### src/rtl/dds_wave_shaper.sv
// Phase-to-amplitude stage: phase offset, sine/square/triangle/saw shaping, amplitude scaling.
// Latency 3 cycles from i_in_valid to o_out_valid, one sample per cycle, bubbles pass through.
// No backpressure: every accepted sample is produced; mode/amp changes apply only at a period wrap.
//
// Ports:
//   clk, reset                 clock, synchronous active-high reset
//   i_in_valid                 i_phase_in / i_phase_offset valid this cycle
//   i_phase_in, i_phase_offset phase word and additive offset (mod 2^PHASE_W)
//   i_cfg_load                 one-cycle strobe capturing i_cfg_mode / i_cfg_amp into pending
//   i_cfg_mode, i_cfg_amp      0 sine, 1 square, 2 triangle, 3 sawtooth; unsigned amplitude
//   o_cfg_pending              staged configuration not yet applied
//   o_out_valid, o_out_sample  scaled unsigned sample (S_W+AMP_W bits), holds while invalid
//   o_out_wrap                 sample starts a new waveform period
module dds_wave_shaper #(
    parameter int PHASE_W = 10,
    parameter int S_W     = 9,
    parameter int AMP_W   = 9
) (
    input  logic                   clk,
    input  logic                   reset,
    input  logic                   i_in_valid,
    input  logic [PHASE_W-1:0]     i_phase_in,
    input  logic [PHASE_W-1:0]     i_phase_offset,
    input  logic                   i_cfg_load,
    input  logic [1:0]             i_cfg_mode,
    input  logic [AMP_W-1:0]       i_cfg_amp,
    output logic                   o_cfg_pending,
    output logic                   o_out_valid,
    output logic [S_W+AMP_W-1:0]   o_out_sample,
    output logic                   o_out_wrap
);

    localparam int K_W = PHASE_W - 2;       // quarter-wave table address width
    localparam int QN  = 2 ** K_W;          // quarter-wave table depth
    localparam int Q_W = S_W - 1;           // table entries never exceed 2^(S_W-1)-1
    localparam int MID = 2 ** (S_W - 1);    // offset-binary mid-scale
    localparam int O_W = S_W + AMP_W;

    typedef enum logic [1:0] {
        MODE_SINE   = 2'd0,
        MODE_SQUARE = 2'd1,
        MODE_TRI    = 2'd2,
        MODE_SAW    = 2'd3
    } mode_t;

    // Table entry k holds round((2^(S_W-1)-1) * sin(2*pi*(k+0.5)/2^PHASE_W)).
    // The half-step offset keeps the mirrored quadrants symmetric and the sine
    // output away from zero. Evaluated with a Taylor series so the table is
    // fully determined at elaboration for any parameter set.
    function automatic int quarter_sin(input int k);
        real x;
        real term;
        real acc;
        x    = 2.0 * 3.14159265358979323846 * (real'(k) + 0.5) / real'(2 ** PHASE_W);
        term = x;
        acc  = x;
        for (int n = 1; n < 12; n++) begin
            term = -term * x * x / real'((2 * n) * (2 * n + 1));
            acc  = acc + term;
        end
        return $rtoi(acc * real'(MID - 1) + 0.5);
    endfunction

    logic [Q_W-1:0] w_rom [QN];

    genvar g;
    generate
        for (g = 0; g < QN; g++) begin : g_rom
            assign w_rom[g] = Q_W'(quarter_sin(g));
        end
    endgenerate

    // ------------------------------------------------------------------
    // Stage 1: effective phase, wrap detect, config staging/apply
    // ------------------------------------------------------------------
    logic               r_seen;
    logic [PHASE_W-1:0] r_prev_eff;
    logic               r_pend;
    mode_t              r_pend_mode;
    logic [AMP_W-1:0]   r_pend_amp;
    mode_t              r_act_mode;
    logic [AMP_W-1:0]   r_act_amp;

    logic               r_s1_vld;
    logic [PHASE_W-1:0] r_s1_eff;
    logic               r_s1_wrap;
    mode_t              r_s1_mode;
    logic [AMP_W-1:0]   r_s1_amp;

    logic [PHASE_W-1:0] w_eff;
    logic               w_wrap;
    logic               w_apply;
    mode_t              w_sel_mode;
    logic [AMP_W-1:0]   w_sel_amp;

    assign w_eff   = i_phase_in + i_phase_offset;
    // First sample after reset always opens a period; otherwise a backwards step marks the wrap.
    assign w_wrap  = !r_seen || (w_eff < r_prev_eff);
    // Apply uses the pending value held at the start of this cycle, even if a new load lands now.
    assign w_apply = i_in_valid && w_wrap && r_pend;
    assign w_sel_mode = w_apply ? r_pend_mode : r_act_mode;
    assign w_sel_amp  = w_apply ? r_pend_amp  : r_act_amp;

    always_ff @(posedge clk) begin
        if (reset) begin
            r_seen      <= 1'b0;
            r_prev_eff  <= '0;
            r_pend      <= 1'b0;
            r_pend_mode <= MODE_SINE;
            r_pend_amp  <= '0;
            r_act_mode  <= MODE_SINE;
            r_act_amp   <= '0;
            r_s1_vld    <= 1'b0;
            r_s1_eff    <= '0;
            r_s1_wrap   <= 1'b0;
            r_s1_mode   <= MODE_SINE;
            r_s1_amp    <= '0;
        end else begin
            r_s1_vld <= i_in_valid;
            if (i_in_valid) begin
                r_s1_eff   <= w_eff;
                r_s1_wrap  <= w_wrap;
                r_s1_mode  <= w_sel_mode;
                r_s1_amp   <= w_sel_amp;
                r_prev_eff <= w_eff;
                r_seen     <= 1'b1;
            end
            if (w_apply) begin
                r_act_mode <= r_pend_mode;
                r_act_amp  <= r_pend_amp;
            end
            // A load coinciding with an apply re-arms pending with the new values.
            if (i_cfg_load) begin
                r_pend_mode <= mode_t'(i_cfg_mode);
                r_pend_amp  <= i_cfg_amp;
                r_pend      <= 1'b1;
            end else if (w_apply) begin
                r_pend <= 1'b0;
            end
        end
    end

    // ------------------------------------------------------------------
    // Stage 2: waveform shaping
    // ------------------------------------------------------------------
    logic [K_W-1:0] w_k;
    logic [K_W-1:0] w_addr;
    logic [Q_W-1:0] w_q;
    logic           w_msb;
    logic [S_W-1:0] w_tri;
    logic [S_W-1:0] w_shape;

    assign w_msb  = r_s1_eff[PHASE_W-1];
    assign w_k    = r_s1_eff[K_W-1:0];
    // Quadrants 1 and 3 read the table mirrored.
    assign w_addr = r_s1_eff[PHASE_W-2] ? ~w_k : w_k;
    assign w_q    = w_rom[w_addr];
    assign w_tri  = r_s1_eff[PHASE_W-2 -: S_W];

    always_comb begin
        w_shape = '0;
        case (r_s1_mode)
            MODE_SINE:   w_shape = w_msb ? (S_W'(MID) - {1'b0, w_q}) : (S_W'(MID) + {1'b0, w_q});
            MODE_SQUARE: w_shape = w_msb ? '0 : '1;
            MODE_TRI:    w_shape = w_msb ? ~w_tri : w_tri;
            MODE_SAW:    w_shape = r_s1_eff[PHASE_W-1 -: S_W];
            default:     w_shape = '0;
        endcase
    end

    logic             r_s2_vld;
    logic [S_W-1:0]   r_s2_sample;
    logic             r_s2_wrap;
    logic [AMP_W-1:0] r_s2_amp;

    always_ff @(posedge clk) begin
        if (reset) begin
            r_s2_vld    <= 1'b0;
            r_s2_sample <= '0;
            r_s2_wrap   <= 1'b0;
            r_s2_amp    <= '0;
        end else begin
            r_s2_vld <= r_s1_vld;
            if (r_s1_vld) begin
                r_s2_sample <= w_shape;
                r_s2_wrap   <= r_s1_wrap;
                r_s2_amp    <= r_s1_amp;
            end
        end
    end

    // ------------------------------------------------------------------
    // Stage 3: full-precision amplitude multiply; outputs hold while idle
    // ------------------------------------------------------------------
    logic           r_out_vld;
    logic [O_W-1:0] r_out_sample;
    logic           r_out_wrap;

    always_ff @(posedge clk) begin
        if (reset) begin
            r_out_vld    <= 1'b0;
            r_out_sample <= '0;
            r_out_wrap   <= 1'b0;
        end else begin
            r_out_vld <= r_s2_vld;
            if (r_s2_vld) begin
                r_out_sample <= {{AMP_W{1'b0}}, r_s2_sample} * {{S_W{1'b0}}, r_s2_amp};
                r_out_wrap   <= r_s2_wrap;
            end
        end
    end

    assign o_cfg_pending = r_pend;
    assign o_out_valid   = r_out_vld;
    assign o_out_sample  = r_out_sample;
    assign o_out_wrap    = r_out_wrap;

endmodule

### config.mk
export PLATFORM = sky130hd
export DESIGN_NAME = dds_wave_shaper
export DESIGN_NICKNAME = d
export VERILOG_FILES = /design/src/rtl/dds_wave_shaper.sv
export SDC_FILE = /design/constraint.sdc
export NUM_CORES = 1
export LEC_CHECK = 0
export ABC_AREA = 1
export CORE_ASPECT_RATIO = 1.25
export CORE_UTILIZATION = 65
export DETAILED_ROUTE_END_ITERATION = 16
export PLACE_DENSITY = 0.87
export REMOVE_ABC_BUFFERS = 1
export SYNTH_ARGS = -nofsm -noshare
export SYNTH_HDL_FRONTEND = slang
export SYNTH_SLANG_ARGS = --single-unit
### constraint.sdc
create_clock -name clk -period 11.7 [get_ports clk]
set_clock_uncertainty 0.15 [all_clocks]
set_input_delay 1.755 -clock clk [delete_from_list [all_inputs] [get_ports clk]]
set_output_delay 1.755 -clock clk [all_outputs]
set_load 0.01 [all_outputs]
; Word-level counts from Yosys, hierarchy flattened
; Memories as Yosys holds them, arrays and structs flattened.
; Cells that the tools add are included.
[word_totals]
elab_cells = 48
n_memories = 1
ff_bits = 87
romBits = 2048
output_inout_bits = 21
[mem_list]
columns = memory, words, width, rd, rd_clocked_by_memory_dff, write_ports, line
row1 = (name not given), 256, 8, 1, 0, 0, 157  ; assign w_q = w_rom[w_addr];
[classes]
order_cmp = 2
add_sub_neg = 3
n_reduce_logical = 6
n_eq_ne = 3
multipliers = 1
bitwise_logic = 3
muxes = 11
[op_table]
columns = op, n
row1 = 9-bit two-way mux, 4
row2 = 9-bit one-hot mux with 4 select lines, 1
row3 = 8-bit two-way mux, 3
row4 = 9-bit by 9-bit multiplier with 18-bit output, 1
row5 = 10-bit adder, 1
row6 = 10-bit less-than comparator, 1
row7 = "9-bit by 8-bit adder with 9-bit output, first input constant", 1
row8 = "9-bit >= comparator, second input constant", 1
row9 = 8-bit inverter with 9-bit output, 1
row10 = 9-bit inverter, 1
row11 = "9-bit by 8-bit subtractor with 9-bit output, first input constant", 1
row12 = 8-bit inverter, 1
row13 = "2-bit equality test, second input constant", 2
row14 = "2-bit by 1-bit equality test with 1-bit output, second input constant", 1
row15 = 1-bit logical AND, 2
row16 = 2-bit zero test, 1
row17 = 1-bit two-way mux, 2
row18 = 2-bit two-way mux, 1
row19 = 2-bit nonzero test, 1
row20 = 1-bit zero test, 1
row21 = 1-bit logical OR, 1

; Depth between registers and ports, before layout
; Gate-level depths: netlist (run 1).
[depth]
word_depth = 9
mapped_depth = 27
ltp_nobuf = 25

; Worst setup path before layout (run 1)
; Ideal clock, no wire load.
[synth_timing]
path_kind = input to register
startpoint = in i_phase_in[2]
endpoint = reg r_s1_amp[6]
setup_ns = 0.116
setup_slack_ns = 6.702
stages = 25
n_path_buf = 1
arrival_time_ns = 4.731
path_cell_list = ha_1 nand2_1 nor2_1 a211oi_1 o21ai_0 a21oi_1 o21ai_0 nand2_1 nand2_1 a21oi_1 inv_1 nand2_1 nand2_1 ha_1 nand2_1 nor2_1 o211ai_1 o2111ai_1 nand2_1 nand3_1 buf_2 mux2i_1 nand2_1 o211ai_1 inv_1
[synth_via]
elab_chain_cells = 6
[synth_lines]
columns = item, line
row1 = from (decl), 22  ; input logic [PHASE_W-1:0] i_phase_in,
row2 = 10-bit adder, 96  ; assign w_eff = i_phase_in + i_phase_offset;
row3 = net w_eff[9], 90  ; logic [PHASE_W-1:0] w_eff;
row4 = 10-bit less-than comparator, 98  ; assign w_wrap = !r_seen || (w_eff < r_prev_eff);
row5 = 1-bit logical OR, 98
row6 = 1-bit logical AND (2 in a row), 100  ; assign w_apply = i_in_valid && w_wrap && r_pend;
row7 = 9-bit two-way mux, -
row8 = to (signal assigned), 124  ; r_s1_amp <= w_sel_amp;
row9 = to (decl), 88  ; logic [AMP_W-1:0] r_s1_amp;
; The timed path passes the listed nets, and every way through them passes these cells.
; A chain may end at the register's enable or synchronous reset.

; Final worst setup path (run 1)
[layout_timing]
startpoint = in i_phase_in[2]
endpoint = reg r_s1_amp[4]
; The elaborated chain is that of the path after synthesis.

==> results.json, run 1 <==
{
  "yosysSeqAreaShare_pct": 20.3,
  "stdcell_area_sq_um": 9380,
  "hold_class": "reg2reg",
  "fillers": 1038,
  "cts.hold.buffers_added": 0,
  "clkTransAtPathRegs_ps": 70,
  "synthTopCellsByArea": "dfxtp_1 20%, nand2_1 13%, fa_1 12%",
  "synth_top_cell_by_area": "dfxtp_1",
  "clkPwrFrac_pct": 27.1,
  "start_kind": "input port",
  "drc": 0,
  "seq_area_sq_um": 1740,
  "tritoncts": "yes",
  "synth.avg_cell_area_sq_um": 6.71,
  "power_switching_uw": 427,
  "finalCriticalPeriod_ps": 5810,
  "critPathCaptureType": "register",
  "power_frac_comb_pct": 40.2,
  "path_class": "in2reg",
  "multi_input_area_sq_um": 5680,
  "p_int_uw": 642,
  "root_buffer": "clkbuf_16",
  "die_x_um": 105,
  "synthArstFlopShare_pct": 0,
  "via_per_inst": 5.53,
  "place_area_sq_um": 9070,
  "worstMarginPinSlew_ps": 960,
  "ys_ff_latch": 87,
  "yosys-top-cells-count": "296 x nand2_1, 216 x inv_1, 130 x nor2_1",
  "antenna_found_initial": 0,
  "hold_viol": 0,
  "dieArea_sq_um": 13700,
  "rows": 46,
  "leakage_nw": 5.23,
  "grt_pass1_wl_um": 35000,
  "firstDrtPassIters": 5,
  "rsz0062_at_grt": "false",
  "fmax_mhz": 172,
  "layout.nets": 1447,
  "layout.cells.non_filler": 1460,
  "swShare_pct": 39.9,
  "final.setup.tns_ps": 0,
  "power_density_nw_per_um2": 114,
  "dp.cells": 1444,
  "synth_ff_type": "dfxtp_1",
  "synth_top_cell_area_share_pct": 20.3,
  "globalplace.congestion": 0.991,
  "drt-total-wl_um": 20800,
  "dpl.hpwl_um": 15500,
  "report.final.slew_viol_count": 0,
  "syn-instance-count": 1280,
  "grt_max_degree": 45,
  "finalPower_mw": 1.07,
  "cts-htree-levels": 3,
  "ios": 56,
  "wire_per_inst_um": 14.3,
  "cp.arrival_ps": 5880,
  "peakVddDrop_uv": 84.8,
  "netlist-cell-type-count": 47,
  "ys_warn_count": 0,
  "insertedDiodeCount": 0,
  "io_buffers": 55,
  "cap_viol_max_count": 0,
  "numCtsBuffers": 9,
  "synth_edf_count": 0,
  "setup_viol": 0,
  "cts.sinks": 87,
  "initial_core_util_pct": 67.3,
  "num_vias": 8069,
  "clk_path_buf_depth": 2,
  "status": "complete, no violations",
  "grt_remaining_overflow": 0,
  "drive_gt1_share_pct": 5.11,
  "ant_nets": 0,
  "grt_util_all_layers_pct": 31.4,
  "final_util_pct": 73.4,
  "cp_max_fo": 11,
  "cts_resized": 0,
  "seqPwrFrac_pct": 32.7,
  "postCtsSetupRepairBufs": 0,
  "cp.required_ps": 11770,
  "maxSlewHeadroom_pct": 35.9,
  "drt_iter0_drc": 572,
  "synth.most_common_cell": "nand2_1",
  "syn-cell-area_sq_um": 8590,
  "synthToLayoutAreaGrowth_pct": 9.13,
  "clk_latency_ps": 340,
  "die_h_um": 131,
  "first_global_vias": 7777,
  "fin_crit_sh_pct": 49.7,
  "core_sq_um": 12800
}
==> layer usage <==
| metal | global-route usage, % | wire length (um) |
|---|---|---|
| met1 | 34.8 | 8070 |
| met3 | 3.62 | 1060 |
| met4 | 12.7 | 583 |
| met2 | 61.3 | 11100 |
| met5 | 0 | 0 |
==> worst max-delay path, stage by stage <==
cell and delay, ps:
clkdlybuf4s50_1 410, ha_1 360, nand2_1 90, nor2_1 40, a211oi_1 310, o21ai_0 190, a21oi_1 170, o21ai_0 140
nand2_1 80, nand2_1 40, a21oi_1 150, inv_1 60, nand2_1 70, nand2_1 50, ha_1 290, nand2_1 90
nor2_1 60, o211ai_1 80, o2111ai_1 120, nand2_1 100, nand3_1 540, mux2i_1 440, nand2_1 90, o211ai_1 90
inv_1 50
==> cell families (layout without fill, tap and decap cells) <==
logic type	after synthesis	after routing	synth area share (%)
AND/OR/NAND/NOR	566	566	27.6
adder cells (fa/ha/maj)	125	125	22.7
buffers and inverters	290	302	13.6
AO/OA/AOI/OAI	174	174	11.2
flip-flops	87	87	20.3
XOR/XNOR	27	27	3.36
multiplexers	11	11	1.28
==> path summary, 6_finish.rpt <==
check | slack [ps] | to | cells past startpoint | startpoint
min | 330 | o_out_wrap | 2 | r_s2_wrap
min reg2reg | 330 | o_out_wrap | 2 | r_s2_wrap
max | 5890 | r_s1_amp[4] | 25 | i_phase_in[2]
max reg2reg | 6480 | o_out_sample[16] | 22 | r_s2_sample[5]
==> flip-flops by register name, indices dropped and copies added, names as in the netlist <==
register       cells
r_seen             1
r_pend_mode        2
r_s2_amp           9
r_s2_sample        9
r_s1_eff          10
r_s1_mode          2
r_act_mode         2
r_pend_amp         9
o_cfg_pending      1
o_out_valid        1
o_out_wrap         1
r_s2_wrap          1
r_s1_amp           9
r_s2_vld           1
o_out_sample      18
r_act_amp          9
r_s1_wrap          1
r_s1_vld           1
==> power groups by stage <==
stage / combinational [mW] / sequential (mW) / clock (mW)
finish: 0.430 / 0.349 / 0.290
global route: 0.488 / 0.352 / 0.306
CTS: 0.427 / 0.348 / 0.293
detailed placement: 0.423 / 0.355 / 0
global placement: 0.414 / 0.354 / 0
floorplan: 0.312 / 0.345 / 0
==> layout make-up <==
class                      instances  share of cell area [%]
clock buffer                      10                    2.55
multi-input combinational        903                    60.6
clock inverter                     6                   0.734
sequential                        87                    18.6
tap                              168                    2.24
timing repair buffer              59                    6.19
inverter                         227                    9.11
==> cells in the final DEF (no fill, tap or decap), types with 10 or more instances in the layout <==
cell / n
a21oi_1: 53
clkdlybuf4s50_1: 55
dfxtp_1: 87
fa_1: 51
ha_1: 74
inv_1: 216
mux2i_1: 11
nand2_1: 296
nand2_2: 22
nand3_1: 94
nor2_1: 130
o211ai_1: 16
o21ai_0: 76
xnor2_1: 10
xor2_1: 13
==> stage by stage <==
step           setup WS, ps  hold WS [ps]
2_1_floorplan          6620           284
3_3_place_gp           5780           307
3_5_place_dp           5570           317
4_1_cts                5850           330
5_1_grt                5460           351
6_report               5890           326
No activity file was read; power rests on OpenSTA's default activity.
==> run 2, diff against run 1 <==
- CORE_UTILIZATION: 65 -> 61
- PLACE_DENSITY: 0.87 -> 0.83
- clock period: 11.7 -> 5.9 ns (I/O delays scaled with it)
==> results.json, run 2 (synthesized netlist as in run 1, its figures left out) <==
{
  "critical_path.cell_chain": "nand2_1 > fa_1 > inv_1 > fa_1 > inv_1 > fa_1 > fa_1 > inv_1 > ha_1 > nand2_1 > o21ai_0 > a21oi_1 > o21bai_1 > a21boi_0 > o21ai_0 > nand2_1 > nand2_1 > nand2_1 > nand3_1 > nand3_1 > nand2_1 > inv_1",
  "worst-path-buf-inv": 4,
  "final_common_cell": "nand2_1",
  "root_buffer": "clkbuf_16",
  "cp_max_fo": 10,
  "critPathCaptureType": "register",
  "r2r-start": "r_s2_sample[5]",
  "power_density_nw_per_um2": 221,
  "globalplace.congestion": 0.941,
  "grt_remaining_overflow": 0,
  "layout_common_cells": "296 x nand2_1, 216 x inv_1, 130 x nor2_1",
  "leakage_nw": 5.22,
  "finalCriticalPeriod_ps": 5010,
  "firstDrtPassIters": 7,
  "drt_iter0_drc": 528,
  "hold_viol": 0,
  "clk_path_buf_depth": 2,
  "die_x_um": 108,
  "first_global_vias": 7715,
  "peakVddDrop_uv": 195,
  "antenna_found_initial": 0,
  "layout.nets": 1447,
  "drt-total-wl_um": 20000,
  "postCtsSetupRepairBufs": 0,
  "via_per_inst": 5.45,
  "io_buffers": 55,
  "cap_viol_max_count": 0,
  "holdPathEnd": "r_s1_wrap",
  "grt_max_degree": 44,
  "grt_util_all_layers_pct": 28.5,
  "critPathTopFamily": "adder cells",
  "largest_reg_flops": 18,
  "fmax_mhz": 200,
  "path_class": "reg2reg",
  "r2r_setup_slack_ps": 890,
  "cts.hold.buffers_added": 0,
  "status": "complete, no violations",
  "synthToLayoutAreaGrowth_pct": 8.97,
  "grt_pass1_wl_um": 33700,
  "cp_num_cells": 22,
  "ant_nets": 0,
  "hold_class": "reg2reg",
  "drive_gt1_share_pct": 5.11,
  "die_h_um": 135,
  "start_kind": "register",
  "report.final.slew_viol_count": 0,
  "cts.sinks": 87,
  "num_vias": 7993,
  "drc": 0,
  "max_stage_delay_ps": 550,
  "hold_depth": 2,
  "dp_slack_ps": 724,
  "hp-start": "r_s1_wrap",
  "insertedDiodeCount": 0,
  "final.setup.tns_ps": 0,
  "dieArea_sq_um": 14600,
  "r2r_end": "o_out_sample[16]",
  "setup_viol": 0,
  "maxSlewHeadroom_pct": 37.0,
  "fin_crit_sh_pct": 84.8,
  "ios": 56,
  "core_sq_um": 13800,
  "worst-r2r-cell-count": 22,
  "cts_resized": 0,
  "clk_latency_ps": 340,
  "initial_core_util_pct": 62.5,
  "cp_common_cell": "nand2_1",
  "rsz0062_at_grt": "false",
  "worstMarginPinSlew_ps": 943,
  "clkTransAtPathRegs_ps": 60,
  "setup_slack_ps": 894,
  "dpl.hpwl_um": 15200,
  "slowest_stage": "fa_1",
  "tritoncts": "yes",
  "wire_per_inst_um": 13.6,
  "numCtsBuffers": 9,
  "cp.required_ps": 5980,
  "cp.arrival_ps": 5090,
  "rows": 48,
  "cts-htree-levels": 3
}
-- run 2: cell count changes in the layout (fill, tap and decap cells not counted), sizes merged --
cell / delta
clkinv: +3
bufinv: -1
clkinvlp: -1
inv: -1
-- run 2: cell type report --
class / count / area, sq um
clock inverters: 6 / 46.3
multi-input cells: 903 / 5680
inverters: 227 / 855
repair buffers: 59 / 581
clock buffers: 10 / 239
fillers: 1184 / 4390
well taps: 175 / 219
flip-flops and latches: 87 / 1740
-- run 2: worst max-delay path by stage --
stage	startpoint	to	slack, ps
floorplan	r_s2_sample[5]	o_out_sample[16]	1290
CTS	r_s2_sample[5]	o_out_sample[16]	880
detailed placement	i_phase_in[2]	r_s1_amp[1]	720
global route	r_s2_sample[5]	o_out_sample[16]	490
global placement	i_phase_in[2]	r_s1_amp[4]	900
finish	r_s2_sample[5]	o_out_sample[16]	890
-- run 2: layer usage --
layer	global-route usage [%]	up-vias	wire length [um]
met2	52.3	241	10400
met5	0	-	0
met1	33.1	3704	8010
met3	3.76	45	1010
met4	10.8	0	533
li1	-	4003	-
-- run 2: report_power, final --
group          total (mW)  internal [mW]  switching, mW
registers           0.690          0.625         0.0648
logic               0.848          0.307          0.541
clock network       0.529          0.298          0.231
total                2.07           1.23          0.837
-- run 2: worst reg2reg max path: stages (launching register included) --
cell	delay, ps
dfxtp_1	530
nand2_1	140
fa_1	550
inv_1	50
fa_1	490
inv_1	50
fa_1	470
fa_1	540
inv_1	40
ha_1	340
nand2_1	70
o21ai_0	290
a21oi_1	140
o21bai_1	200
a21boi_0	160
o21ai_0	270
nand2_1	80
nand2_1	60
nand2_1	60
nand3_1	70
nand3_1	70
nand2_1	60
inv_1	30
-- run 2: per-stage QoR --
step	std cells	util, %	hold WS, ps	instance area (sq um)	power [mW]
floorplan	1217	-	284	8280	1.30
global placement	1451	66.0	303	9080	1.53
detailed placement	1451	66.0	310	9080	1.54
CTS	1467	68.1	321	9360	2.07
global route	1467	68.1	348	9360	2.22
finish	1467	68.1	323	9360	2.07
